[config.mk]
export PLATFORM = sky130hd
export DESIGN_NAME = countdown_timer
export DESIGN_NICKNAME = d
export VERILOG_FILES = /design/src/rtl/countdown_timer.sv
export SDC_FILE = /design/constraint.sdc
export NUM_CORES = 1
export LEC_CHECK = 0
export ABC_AREA = 0
export CORE_MARGIN = 8
export CORE_UTILIZATION = 50
export CTS_CLUSTER_SIZE = 20
export DETAILED_ROUTE_END_ITERATION = 6
export GPL_ROUTABILITY_DRIVEN = 1
export GPL_TIMING_DRIVEN = 0
export PLACE_DENSITY_LB_ADDON = 0.15
export SLEW_MARGIN = 30
export SYNTH_ARGS = -nofsm -noshare
export SYNTH_HDL_FRONTEND = slang
export SYNTH_SLANG_ARGS = --single-unit
[constraint.sdc]
create_clock -name clk -period 4.1 [get_ports clk]
set_clock_uncertainty 0.2 [all_clocks]
set_input_delay 0.82 -clock clk [delete_from_list [all_inputs] [get_ports clk]]
set_output_delay 0.82 -clock clk [all_outputs]
set_load 0.05 [all_outputs]
[src/rtl/countdown_timer.sv]
// -----------------------------------------------------------------------------
// countdown_timer
//   Level countdown for the bomb game. It latches the three BCD time digits
//   for the current level and decrements them once per second. It drives the
//   time display digits and flags detonation when the count reaches 000.
//
//   Optional feature macro: TIMER_PENALTY_EN
//     When defined, this adds the PENALTY_SEC parameter and the penalty input.
//     A penalty pulse in RUN/HOLD removes PENALTY_SEC seconds, saturating at 000.
//
// Ports
//   clk          in   1  system clock, rising edge
//   rst_n        in   1  asynchronous active-low reset
//   load         in   1  pulse: latch value_three/two/one as remaining time
//   value_three  in   4  BCD hundreds of allotted seconds
//   value_two    in   4  BCD tens
//   value_one    in   4  BCD units
//   start        in   1  begin counting from IDLE
//   hold         in   1  level: freeze countdown while high
//   penalty      in   1  pulse: wrong-wire penalty (TIMER_PENALTY_EN only)
//   digit_three  out  4  BCD hundreds of remaining seconds
//   digit_two    out  4  BCD tens
//   digit_one    out  4  BCD units
//   running      out  1  high in RUN
//   sec_tick     out  1  one-cycle pulse on every one-second decrement
//   expired      out  1  level, high in EXPIRED
//   expired_pls  out  1  one-cycle pulse on entry to EXPIRED
// -----------------------------------------------------------------------------
module countdown_timer #(
    parameter int unsigned TICK_CYCLES = 50_000_000
`ifdef TIMER_PENALTY_EN
    ,
    parameter int unsigned PENALTY_SEC = 5
`endif
) (
    input  logic       clk,
    input  logic       rst_n,
    input  logic       load,
    input  logic [3:0] value_three,
    input  logic [3:0] value_two,
    input  logic [3:0] value_one,
    input  logic       start,
    input  logic       hold,
`ifdef TIMER_PENALTY_EN
    input  logic       penalty,
`endif
    output logic [3:0] digit_three,
    output logic [3:0] digit_two,
    output logic [3:0] digit_one,
    output logic       running,
    output logic       sec_tick,
    output logic       expired,
    output logic       expired_pls
);

    localparam int unsigned PW = (TICK_CYCLES > 1) ? $clog2(TICK_CYCLES) : 1;
    localparam logic [PW-1:0] PRESC_LAST = PW'(TICK_CYCLES - 1);

`ifdef TIMER_PENALTY_EN
    // Penalty amounts in BCD, without and with a coincident one-second tick.
    localparam int unsigned PEN_P1 = PENALTY_SEC + 1;
    localparam logic [11:0] PEN_BCD    = {4'((PENALTY_SEC / 100) % 10),
                                          4'((PENALTY_SEC / 10) % 10),
                                          4'(PENALTY_SEC % 10)};
    localparam logic [11:0] PEN_P1_BCD = {4'((PEN_P1 / 100) % 10),
                                          4'((PEN_P1 / 10) % 10),
                                          4'(PEN_P1 % 10)};
`endif

    typedef enum logic [1:0] {
        S_IDLE    = 2'd0,
        S_RUN     = 2'd1,
        S_HOLD    = 2'd2,
        S_EXPIRED = 2'd3
    } state_t;

    state_t        state;
    logic [PW-1:0] presc;
    logic [11:0]   count;

    logic          active;
    logic          tick;
    logic [11:0]   dec_count;

    // Three-digit BCD subtraction a - b with digit borrow (a >= b assumed).
    function automatic logic [11:0] bcd_sub(input logic [11:0] a, input logic [11:0] b);
        logic [11:0] r;
        int          diff;
        int          br;
        r  = '0;
        br = 0;
        for (int i = 0; i < 3; i++) begin
            diff = int'(a[4*i +: 4]) - int'(b[4*i +: 4]) - br;
            if (diff < 0) begin
                diff = diff + 10;
                br   = 1;
            end else begin
                br = 0;
            end
            r[4*i +: 4] = 4'(diff);
        end
        return r;
    endfunction

    // Out-of-range BCD nibbles load as 9.
    function automatic logic [3:0] clamp9(input logic [3:0] d);
        return (d > 4'd9) ? 4'd9 : d;
    endfunction

    assign digit_three = count[11:8];
    assign digit_two   = count[7:4];
    assign digit_one   = count[3:0];

    // The prescaler advances in RUN, or in HOLD on the cycle hold is released.
    always_comb begin
        active    = 1'b0;
        tick      = 1'b0;
        dec_count = bcd_sub(count, 12'h001);
        active    = ((state == S_RUN) || (state == S_HOLD)) && !hold;
        tick      = active && (presc == PRESC_LAST);
    end

`ifdef TIMER_PENALTY_EN
    logic [11:0] pen_amt;
    logic [11:0] pen_count;

    // Penalty result saturates at 000; valid BCD orders like binary.
    always_comb begin
        pen_amt   = tick ? PEN_P1_BCD : PEN_BCD;
        pen_count = (count <= pen_amt) ? 12'h000 : bcd_sub(count, pen_amt);
    end
`endif

    // Single-process state machine with registered outputs.
    always_ff @(posedge clk or negedge rst_n) begin
        if (!rst_n) begin
            state       <= S_IDLE;
            presc       <= '0;
            count       <= 12'h000;
            running     <= 1'b0;
            sec_tick    <= 1'b0;
            expired     <= 1'b0;
            expired_pls <= 1'b0;
        end else begin
            sec_tick    <= 1'b0;
            expired_pls <= 1'b0;
            if (load) begin
                count   <= {clamp9(value_three), clamp9(value_two), clamp9(value_one)};
                presc   <= '0;
                state   <= S_IDLE;
                running <= 1'b0;
                expired <= 1'b0;
            end
`ifdef TIMER_PENALTY_EN
            else if (penalty && ((state == S_RUN) || (state == S_HOLD))) begin
                sec_tick <= tick;
                if (active) begin
                    presc <= tick ? '0 : presc + PW'(1);
                end
                count <= pen_count;
                if (pen_count == 12'h000) begin
                    state       <= S_EXPIRED;
                    running     <= 1'b0;
                    expired     <= 1'b1;
                    expired_pls <= 1'b1;
                end else begin
                    state   <= hold ? S_HOLD : S_RUN;
                    running <= !hold;
                end
            end
`endif
            else if (hold && ((state == S_RUN) || (state == S_HOLD))) begin
                state   <= S_HOLD;
                running <= 1'b0;
            end else if (start && (state == S_IDLE)) begin
                if (count == 12'h000) begin
                    state       <= S_EXPIRED;
                    expired     <= 1'b1;
                    expired_pls <= 1'b1;
                end else begin
                    state   <= S_RUN;
                    running <= 1'b1;
                end
            end else if (active) begin
                if (tick) begin
                    presc    <= '0;
                    sec_tick <= 1'b1;
                    count    <= dec_count;
                    if (dec_count == 12'h000) begin
                        state       <= S_EXPIRED;
                        running     <= 1'b0;
                        expired     <= 1'b1;
                        expired_pls <= 1'b1;
                    end else begin
                        state   <= S_RUN;
                        running <= 1'b1;
                    end
                end else begin
                    presc   <= presc + PW'(1);
                    state   <= S_RUN;
                    running <= 1'b1;
                end
            end
        end
    end

endmodule

Yosys cells after proc, flatten, opt, wreduce, memory -nomap -nowiden
Index checks and enable logic that the tools add are counted.

Add/subtract/negate cells: 7. Order comparisons: 6. Equality and inequality tests: 7. Muxes and demuxes: 51. Reductions and logical operators: 19.

Operators by type and width (number): 26-bit two-way mux (5); 12-bit two-way mux (5); 1-bit two-way mux (28); 26-bit by 1-bit adder with 26-bit output (second input constant) (1); 26-bit == test (second input constant) (1); 12-bit zero test (2); 4-bit two-way mux (6); 5-bit by 1-bit < comparator with 1-bit output (second input constant) (3); 2-bit two-way mux (7); 4-bit adder (second input constant) (3); 4-bit greater-than comparator (second input constant) (3); 4-bit by 1-bit subtractor with 5-bit output (2); 3-bit nonzero test (3); 5-bit AND reduction (1); 4-bit by 1-bit subtractor with 5-bit output (second input constant) (1); 1-bit logical AND (4); 2-bit != test (second input constant) (2); 4-bit != test (second input constant) (1); 4-bit AND reduction (1); 2-bit nonzero test (2); 4-bit nonzero test (1); 3-bit by 2-bit != test with 1-bit output (second input constant) (1); 3-bit AND reduction (1); 2-bit by 1-bit == test with 1-bit output (second input constant) (1); 5 further kinds (5).

Flip-flop bits (word level): 44. Input port bits: 17. Output and inout bits: 16. Logic and storage cells: 97.

Logic depth before layout (Yosys ltp)
Gate-level depths: netlist of the first run.

Word-level depth: 16. Gate-level depth with buffers: 17. Mapped depth without buffers: 17.

Least setup slack after synthesis of the first run
No wires, ideal clock.

Path kind: reg2reg. From: register count[0]. To: register state[1]. Library setup time: 0.087 ns. Arrival: 4.527 ns. Required time: 3.813 ns. Path slack: -0.714 ns. Stages on the path, launching flop included: 17. Buffers on the path: 0. Clock period less this slack: 4.814 ns. Path through: dfrtp_1 inv_1 ha_1 nor3b_1 ha_1 ha_1 nor3b_1 ha_1 or3b_2 nand2_1 ha_1 nor2_1 nor2_1 or4_1 or4_4 o21a_1 a211oi_2.

Cells in the longest elaborated chain, start to end: 16. Elaborated cells on any way between the ends: 23. Classes of those cells: 6 x add/sub; 3 x order compare; 12 x mux; 2 x reduce/logical.

RTL lines: start, declared (RTL line 79) `logic [11:0] count;`; start signal, assigned (RTL line 148) `count <= {clamp9(value_three), clamp9(value_two), clamp9(value_one)};`; start signal, assigned (RTL line 188) `count <= dec_count;`; 4-bit by 1-bit subtractor with 5-bit output (RTL line 93) `diff = int'(a[4*i +: 4]) - int'(b[4*i +: 4]) - br;`; 5-bit by 1-bit < comparator with 1-bit output (RTL line 94) `if (diff < 0) begin`; 1-bit two-way mux (RTL line 94); 4-bit by 1-bit subtractor with 5-bit output (RTL line 93); 5-bit by 1-bit < comparator with 1-bit output (RTL line 94); 1-bit two-way mux (RTL line 94); 4-bit by 1-bit subtractor with 5-bit output (RTL line 93); 4-bit adder or 5-bit by 1-bit < comparator with 1-bit output (tied branches) (RTL line 95, 94); 4-bit two-way mux (RTL line 94); 12-bit zero test (RTL line 189) `if (dec_count == 12'h000) begin`; 2-bit two-way mux (RTL line 189); 2-bit two-way mux (RTL line 185) `if (tick) begin`; 2-bit two-way mux (RTL line 184) `end else if (active) begin`; 2-bit two-way mux * (RTL line 175) `end else if (start && (state == S_IDLE)) begin`; 2-bit two-way mux * (RTL line 172) `else if (hold && ((state == S_RUN) || (state == S_HOLD))) begin`; 2-bit two-way mux * (RTL line 147) `if (load) begin`; end signal, assigned (RTL line 150) `state <= S_IDLE;`; end signal, assigned (RTL line 173) `state <= S_HOLD;`; end signal, assigned (RTL line 177) `state <= S_EXPIRED;`; end, declared (RTL line 77) `state_t state;`.

Mark *: on every way between the ends. The rest lies on a longest branch, timed or not. The select of a mux whose other input is x is not followed. A chain may end at the register's enable or synchronous reset.

Worst setup path after layout of the first run
From: register count[1]. To: register expired.

Cells in the longest elaborated chain, start to end: 12. Elaborated cells on any way between the ends: 19. Classes of those cells: 6 x add/sub; 3 x order compare; 1 x eq/ne; 5 x mux; 4 x reduce/logical.

RTL lines: 4-bit by 1-bit subtractor with 5-bit output (RTL line 93); 5-bit by 1-bit < comparator with 1-bit output (RTL line 94); 1-bit two-way mux (RTL line 94); 4-bit by 1-bit subtractor with 5-bit output (RTL line 93); 5-bit by 1-bit < comparator with 1-bit output (RTL line 94); 1-bit two-way mux (RTL line 94); 4-bit by 1-bit subtractor with 5-bit output (RTL line 93); 4-bit adder or 5-bit by 1-bit < comparator with 1-bit output (tied branches) (RTL line 95, 94); 4-bit two-way mux (RTL line 94); 12-bit zero test (RTL line 189); 3-bit nonzero test (no line); 5-bit AND reduction (no line) *; end signal, assigned (RTL line 142) `expired <= 1'b0;`; end signal, assigned (RTL line 178) `expired <= 1'b1;`; end signal, assigned (RTL line 192) `expired <= 1'b1;`; end, declared (RTL line 52) `output logic expired,`.

Mark *: on every way between the ends. The rest lies on a longest branch, timed or not.

==> impl_metrics.json, run 1 <==
{
  "hold_viol": 0,
  "crit_path_start_kind": "register",
  "firstDrtPassIters": 4,
  "grt-ovfl-total": 0,
  "routed.top_layer": "met4",
  "synth_area_um2": 2713,
  "p_clk_frac": 0.151,
  "num_rows": 27,
  "status": "finished clean",
  "worst-path-max-fanout": 4,
  "worstPathCellList": "inv_2, ha_4, nor3b_4, ha_4, ha_4, nor3b_4, ha_2, or3b_4, nand2_2, ha_4, nor2_2, nor2_1, or4_1, or4_4, a222oi_1, o21a_1",
  "grt_pass1_wl_mm": 11.30,
  "layout_commonest_cell": "dfrtp_1",
  "ys_async_sr_fraction": 1.000,
  "dr_wl_met3_um": 397,
  "die_w_um": 89.66,
  "worstPathArrival_ps": 4100,
  "clock-root-buffer": "clkbuf_8",
  "tritoncts": "done",
  "grt_max_degree": 45,
  "place_inst": 413,
  "synth.area.mux_share": 0.007841,
  "drv_cap": 0,
  "ys_warn_count": 0,
  "worst-slew-pin-transition_ps": 817.4,
  "cts_num_sinks": 44,
  "ant_nets": 0,
  "power.switching_uw": 810.2,
  "critPathSlowestCell": "or4_4",
  "die_h_um": 89.66,
  "met1_length_mm": 3.267,
  "cts_buffers": 5,
  "synth_ff_type": "dfrtp_1",
  "setup_viol": 0,
  "clockBufferDepth": 2,
  "htreeDepth": 2,
  "synth-compound-area-share": 0.1582,
  "synth.avg_cell_area_um2": 8.750,
  "synth_edf_count": 0,
  "nFillCells": 467,
  "dpl.hpwl_mm": 4.890,
  "vias_per_cell": 5.864,
  "wl_met2_mm": 3.097,
  "fp.dieArea_um2": 8038,
  "hold_start": "presc[25]",
  "powerDensity_nw_per_um2": 533.4,
  "fin_crit_sh": 0.9878,
  "r2r-start": "count[1]",
  "io_buffer_count": 31,
  "ctsHoldBuffers": 0,
  "crit_type": "register to register",
  "drt-wirelength-per-cell_um": 15.98,
  "diodes": 0,
  "areaGrowthSynthToFinish_pct": 23.11,
  "track_usage": 0.1815,
  "reg2reg_to": "expired",
  "comb_power_share": 0.509,
  "leakage_uw": 0.001399,
  "power_frac_seq": 0.340,
  "slowest_delay_ps": 450,
  "synth.net_count": 338,
  "p_int_uw": 971.2,
  "initial_core_util": 0.5050,
  "drc": 0,
  "rsz0062_at_grt": "true",
  "fin_crit_ps": 4050,
  "final_cell_count_no_fill": 427,
  "crit_top_cell": "ha_4",
  "synth-simple-area-share": 0.2837,
  "r2r_cells": 16,
  "worstPathRequired_ps": 4150,
  "drive_above_1_share": 0.1127,
  "maxSlewViolCount": 0,
  "layout_common_cells": "42 x dfrtp_1, 40 x nor2_1, 30 x clkdlybuf4s50_1, 28 x nand2_1, 26 x o21ai_0",
  "clkSlewWorstSetupHoldPaths_ps": 90,
  "finalNetCount": 383,
  "worstHoldPathType": "register to register",
  "synth_top_family_by_area": "simple AND/OR/NAND/NOR gates",
  "num_vias": 2504,
  "place.gp.congestion": 0.8436,
  "p_sw_frac": 0.4548,
  "fmax_mhz": 246.9,
  "relSlewSlack": 0.4509,
  "ff2ff_setup_slack_ps": 50,
  "hold-path-endpoint": "presc[25]",
  "post-route-util": 0.6217,
  "hold_path_depth": 1,
  "clock_latency_ps": 300,
  "syn_inst": 310,
  "io_pins": 33,
  "ys_seq_elements": 44,
  "seq_area_frac_synth": 0.4059,
  "synth_xor_area_frac": 0.06135,
  "ir_drop_v": 0.0003083,
  "crit_path_start": "count[1]",
  "core_area_um2": 5371,
  "antenna_found_initial": 0,
  "yosysUniqueCellTypes": 53,
  "grt_pass1_vias": 2316,
  "drt_iter0_markers": 242,
  "synth_fa_ha_area_frac": 0.05074,
  "cp-end-kind": "register",
  "drt_wl_total_mm": 6.825
}
flip-flops by register name (all words and copies together) (netlist names):
register,flops
presc,26
count,12
state,2
expired,1
expired_pls,1
running,1
sec_tick,1
area by class of cell:
cell class                      instances  area, µm²  share of cell area
Multi-Input combinational cell        244       1614              0.4833
Clock buffer                            5      68.82             0.02061
Sequential cell                        44       1104              0.3305
Tap cell                               72      90.09             0.02698
Clock inverter                          2      12.51            0.003747
Inverter                               13      51.30             0.01536
Timing Repair Buffer                   38      360.3              0.1079
Buffer                                  9      38.79             0.01161
kinds of logic (layout without fill, tap and decap cells):
logic type,after synthesis,in the layout
compound gates,67,67
mux,2,2
flops,44,44
buf+inv,22,67
simple gates,145,145
fa+ha+maj,11,11
xor+xnor,19,19
layer usage:
layer  vias up  GRT usage
li1       1209          -
met1      1232     0.2524
met2        57     0.2754
met3         6    0.03458
met4         0    0.06042
met5         -          0
power groups by stage:
| stage | registers (µW) | clock network, µW | logic, µW |
|---|---|---|---|
| after floorplan | 777 | 0 | 408 |
| after global placement | 612 | 0 | 819 |
| after detailed placement | 613 | 0 | 838 |
| after CTS | 599 | 274 | 896 |
| after global routing | 620 | 291 | 986 |
| final | 606 | 270 | 906 |
critical path: cells and delay by family, from the launching register on:
family	cells	cell delay, ps
compound gates	2	470
fa+ha+maj	5	920
buf+inv	1	80
flops	1	420
simple gates	8	1900
worst max path at each step:
stage                to  slack [ps]  depth (start not counted)
2_1_floorplan  state[1]          -3                         16
3_3_place_gp   state[1]         -80                         17
3_5_place_dp    expired        -130                         16
4_1_cts         expired          30                         16
5_1_grt         expired        -110                         16
6_report        expired          50                         16
cells in the mapped netlist (all sizes together), types with 5 or more instances:
master	n	area (µm²)
and4	6	52.55
inv	13	48.80
o21ai	29	148.9
xnor2	5	43.79
a21oi	6	33.78
and3	6	37.54
nand4	11	68.82
nor2	41	153.9
ha	11	137.6
clkbuf	7	26.28
nor3	6	30.03
dfrtp	44	1101
nand3	9	45.04
nand2	29	108.9
nand2b	7	43.79
or4	5	41.29
a31oi	7	43.79
xor2	14	122.6
through the flow:
| stage | total power (µW) | hold slack [ps] | setup slack [ps] | instance area (µm²) | setup TNS, ps |
|---|---|---|---|---|---|
| 5_1_grt | 1896 | 311.1 | -111.8 | 3339 | -127.1 |
| 6_report | 1781 | 285.1 | 49.92 | 3339 | 0 |
| 3_5_place_dp | 1451 | 279.0 | -134.6 | 3168 | -264.7 |
| 2_1_floorplan | 1185 | 242.9 | -3.299 | 2770 | -3.299 |
| 3_3_place_gp | 1431 | 270.1 | -83.96 | 3171 | -129.0 |
| 4_1_cts | 1768 | 286.7 | 26.84 | 3322 | 0 |
timing repair:
| action | 4_1_cts | 5_1_grt |
|---|---|---|
| pin swaps | 4 | 6 |
| hold endpoints to repair | 0 | 0 |
| buffers inserted | 6 | 1 |
| setup endpoints to repair | 4 | 4 |
| gates resized for setup | 5 | 2 |
No activity file was read; power rests on OpenSTA's default activity.
==> inputs of run 2 (changes only) <==
- RECOVER_POWER: default -> 50
==> run 2 against run 1 <==
Against the previous run:
- the run now ends with max-capacitance violations, max-slew violations left
- routed wire length is 0.10% lower
- die area stayed put
- clock-buffer cell count stayed put
- highest routed layer unchanged
==> impl_metrics.json, run 2 (synthesized netlist as in run 1, its figures left out) <==
{
  "status": "finished with violations",
  "violations": "max-capacitance violations, max-slew violations",
  "grt_pass1_vias": 2316,
  "tritoncts": "done",
  "io_pins": 33,
  "layout_commonest_cell": "dfrtp_1",
  "top_register": "presc",
  "dpl_cell_area_um2": 3168,
  "clock-root-buffer": "clkbuf_8",
  "layout_common_cells": "42 x dfrtp_1, 40 x nor2_1, 28 x nand2_1, 26 x o21ai_0, 26 x clkdlybuf4s50_1",
  "fin_area_um2": 3336,
  "power_frac_seq": 0.340,
  "rsz0062_at_grt": "true",
  "io_buffer_count": 31,
  "reg_top3": "presc (26), count (12), state (2)",
  "drt_iter0_markers": 242,
  "cts_num_sinks": 44,
  "num_vias": 2501,
  "ctsHoldBuffers": 0,
  "fmax_mhz": 246.9,
  "clockBufferDepth": 2,
  "setup_viol": 0,
  "cp-end-kind": "register",
  "worstHoldPathType": "register to register",
  "worst-path-max-fanout": 4,
  "grt_max_degree": 45,
  "maxSlewViolCount": 45,
  "clkSlewWorstSetupHoldPaths_ps": 90,
  "power.switching_uw": 810.0,
  "p_clk_frac": 0.152,
  "drt-wirelength-per-cell_um": 15.97,
  "largest_reg_flops": 26,
  "diodes": 0,
  "ir_drop_v": 0.0003082,
  "die_h_um": 89.66,
  "die_w_um": 89.66,
  "place_inst": 413,
  "relSlewSlack": -0.6028,
  "worstPathRequired_ps": 4150,
  "areaGrowthSynthToFinish_pct": 22.97,
  "drc": 0,
  "htreeDepth": 2,
  "worstPathArrival_ps": 4100,
  "powerDensity_nw_per_um2": 533.3,
  "p_sw_frac": 0.4554,
  "num_rows": 27,
  "firstDrtPassIters": 4,
  "grt_pass1_wl_mm": 11.30,
  "fin_crit_ps": 4050,
  "crit_path_start_kind": "register",
  "fin_crit_sh": 0.9879,
  "worst-slew-pin-transition_ps": 2404,
  "post-route-util": 0.6210,
  "initial_core_util": 0.5050,
  "cts_buffers": 5,
  "leakage_uw": 0.001404,
  "final_cell_count_no_fill": 427,
  "drv_cap": 1,
  "crit_type": "register to register",
  "place.gp.congestion": 0.8436,
  "grt-ovfl-total": 0,
  "finalNetCount": 383,
  "drt_wl_total_mm": 6.818,
  "dpl.hpwl_mm": 4.890,
  "vias_per_cell": 5.857,
  "fp.dieArea_um2": 8038,
  "hold_viol": 0,
  "antenna_found_initial": 0,
  "clock_latency_ps": 300,
  "ant_nets": 0,
  "core_area_um2": 5371,
  "p_int_uw": 968.8,
  "comb_power_share": 0.508,
  "track_usage": 0.1815,
  "p_total_uw": 1779,
  "drive_above_1_share": 0.1099
}
run 2: repair_timing:
item / in CTS / in global routing
setup endpoints to repair: 4 / 4
pin swaps: 4 / 6
gates resized for setup: 5 / 2
setup buffers: 6 / 1
run 2: final cells by class:
class | count | area (µm²)
well taps | 72 | 90.09
clock inverters | 2 | 12.51
repair buffers | 38 | 356.6
plain buffers | 9 | 38.79
multi-input cells | 244 | 1614
inverters | 13 | 51.30
flip-flops and latches | 44 | 1104
fillers | 469 | 2036
clock buffers | 5 | 68.82
run 2: path summary, 6_finish.rpt:
check | startpoint | to | slack, ps | cells after the start
min in group asynchronous | rst_n | count[8] | 1030 | 1
max in group asynchronous | rst_n | count[1] | 1120 | 1
hold / removal | presc[25] | presc[25] | 290 | 1
setup reg to reg | count[1] | expired | 50 | 16
hold reg to reg | presc[25] | presc[25] | 290 | 1
setup / recovery | count[1] | expired | 50 | 16
run 2: power by group through the flow:
stage / Clock [µW] / Sequential (µW) / Combinational [µW]
CTS: 274 / 599 / 896
finish: 270 / 605 / 904
global placement: 0 / 612 / 819
floorplan: 0 / 777 / 408
global route: 291 / 620 / 983
detailed placement: 0 / 613 / 838
run 2: layer usage:
metal,global-route usage,vias to the layer above,share of wire
met4,0.06042,0,0.0091
met1,0.2524,1230,0.48
met3,0.03458,6,0.058
li1,-,1209,-
met2,0.2754,56,0.45
met5,0,-,0
run 2: critical path, cell delays in order, from the launching register on:
cell and delay, ps:
dfrtp_2 420, inv_2 80, ha_4 140, nor3b_4 270, ha_4 200, ha_4 150
nor3b_4 200, ha_2 230, or3b_4 390, nand2_2 80, ha_4 200, nor2_2 90
nor2_1 40, or4_1 380, or4_4 450, a222oi_1 310, o21a_1 160
run 2: metrics by stage:
| stage | setup slack [ps] | setup TNS, ps | hold slack (ps) |
|---|---|---|---|
| 3_5_place_dp | -134.6 | -264.7 | 279.0 |
| 4_1_cts | 26.84 | 0 | 286.7 |
| 2_1_floorplan | -3.299 | -3.299 | 242.9 |
| 6_report | 49.62 | 0 | 285.1 |
| 5_1_grt | -111.8 | -127.1 | 311.1 |
| 3_3_place_gp | -83.96 | -129.0 | 270.1 |
==> inputs of run 3 (changes only) <==
- CORE_UTILIZATION: 50 -> 35
- SLEW_MARGIN: 30 -> default
==> run 3 against run 2 <==
Against the previous run:
- combinational power rose by 3.8%
- critical path type unchanged
- the flow still finishes with violations (max-capacitance violations, max-slew violations)
- critical endpoint is now state[1]
- hold slack got worse by 2.3 ps
- sequential share of layout area fell by 0.95 points
- largest cell class unchanged
- routed wire length rose by 4.9%
==> impl_metrics.json, run 3 (synthesized netlist as in run 1, its figures left out) <==
{
  "setup_viol": 0,
  "worstPathArrival_ps": 3960,
  "slowest_delay_ps": 460,
  "areaGrowthSynthToFinish_pct": 26.61,
  "worstPathRequired_ps": 4110,
  "clock_latency_ps": 290,
  "whs_ps": 282.8,
  "layout_common_cells": "42 x dfrtp_1, 39 x nor2_1, 28 x nand2_1, 26 x o21ai_0, 26 x clkdlybuf4s50_1",
  "clock-root-buffer": "clkbuf_8",
  "multi_input_area_um2": 1618,
  "clockBufferDepth": 2,
  "crit_top_cell": "ha_4",
  "drt_iter0_markers": 117,
  "core_area_um2": 7607,
  "ir_drop_v": 0.0002582,
  "powerDensity_nw_per_um2": 531.2,
  "io_buffer_count": 31,
  "drt_wl_total_mm": 7.150,
  "status": "finished with violations",
  "fin_crit_ps": 3956,
  "grt_max_degree": 28,
  "worst-slew-pin-transition_ps": 1528,
  "num_vias": 2402,
  "worstHoldPathType": "register to register",
  "grt_pass1_wl_mm": 12.03,
  "drc": 0,
  "dp_slack_ps": -255.1,
  "worstPathCellList": "inv_2, ha_4, nor3b_4, ha_4, ha_4, nor3b_4, ha_2, or3b_4, nand2_2, ha_4, nor2_4, nor2_1, or4_1, or4_4, o21a_1, a211oi_2",
  "leakage_uw": 0.001441,
  "layout_commonest_cell": "dfrtp_1",
  "ctsHoldBuffers": 0,
  "rsz0062_at_grt": "true",
  "setup_tns_ps": 0,
  "place.gp.congestion": 0.8217,
  "initial_core_util": 0.3566,
  "diodes": 0,
  "die_h_um": 104.0,
  "cp-end-kind": "register",
  "top_register": "presc",
  "register_area_um2": 1104,
  "grt-ovfl-total": 0,
  "fmax_mhz": 252.8,
  "crit_path_start_kind": "register",
  "final_cell_count_no_fill": 465,
  "drive_above_1_share": 0.1240,
  "crit_type": "register to register",
  "dpl.hpwl_mm": 5.233,
  "io_pins": 33,
  "cts_buffers": 5,
  "firstDrtPassIters": 4,
  "track_usage": 0.1327,
  "cts_num_sinks": 44,
  "fp.dieArea_um2": 10820,
  "critPathSlowestCell": "or4_4",
  "place_inst": 444,
  "hold_viol": 0,
  "relSlewSlack": -0.01848,
  "hold_path_depth": 1,
  "drv_cap": 1,
  "worst-path-max-fanout": 4,
  "ant_nets": 0,
  "die_w_um": 104.0,
  "num_rows": 32,
  "antenna_found_initial": 0,
  "tritoncts": "done",
  "finalWorstSetupSlack_ps": 144.2,
  "reg_top3": "presc (26), count (12), state (2)",
  "vias_per_cell": 5.166,
  "maxSlewViolCount": 28,
  "drt-wirelength-per-cell_um": 15.38,
  "nFillCells": 785,
  "grt_pass1_vias": 2416,
  "htreeDepth": 2,
  "r2r_cells": 16,
  "violations": "max-capacitance violations, max-slew violations",
  "clkSlewWorstSetupHoldPaths_ps": 90,
  "fin_crit_sh": 0.9648,
  "finalNetCount": 390,
  "largest_reg_flops": 26
}
==> run 3: area by class of cell <==
class | instances | area share
plain buffers | 9 | 0.01129
clock buffers | 8 | 0.02623
inverters | 13 | 0.01494
multi-input cells | 244 | 0.4710
flip-flops and latches | 44 | 0.3213
well taps | 102 | 0.03716
repair buffers | 45 | 0.1180
==> run 3: layer usage <==
layer  routed length [µm]  share of wire  global-route usage  vias to the layer above
met5                    0              0                   0                        -
met4                   47         0.0066             0.03516                        0
met3                  279          0.039             0.02664                        4
met2                 3429           0.48              0.2204                       35
met1                 3393           0.47              0.1706                     1144
li1                     -              -                   -                     1219
==> run 3: final timing paths <==
check / from / endpoint / slack, ps
max: count[1] / state[1] / 140
min: presc[25] / presc[25] / 280
max reg2reg: count[1] / state[1] / 140
min reg2reg: presc[25] / presc[25] / 280
max in group asynchronous: rst_n / count[0] / 1260
min in group asynchronous: rst_n / state[0] / 430
==> run 3: what timing repair did <==
item / 4_1_cts / 5_1_grt
resized for setup: 4 / 5
pin swaps: 7 / 4
setup endpoints to repair: 4 / 4
buffers inserted: 10 / 3
==> run 3: critical path: cells and delay by family (launching register included) <==
kind / cells / cell delay, ps
AND/OR/NAND/NOR: 8 / 1870
adder cells (fa/ha/maj): 5 / 870
AO/OA/AOI/OAI: 2 / 420
buffers and inverters: 1 / 80
flip-flops: 1 / 420
==> run 3: metrics by stage <==
step	cell area [µm²]	util	total power, µW
after floorplan	2770	-	1185
final	3435	0.4515	1824
after global routing	3435	0.4515	1955
after CTS	3397	0.4465	1786
after global placement	3208	0.4217	1445
after detailed placement	3223	0.4237	1452
==> run 3: where the power goes <==
| part | leakage [µW] | internal [µW] | switching (µW) |
|---|---|---|---|
| registers | 0.000580 | 500 | 104 |
| clock network | 0.0000455 | 138 | 145 |
| logic | 0.000815 | 378 | 560 |
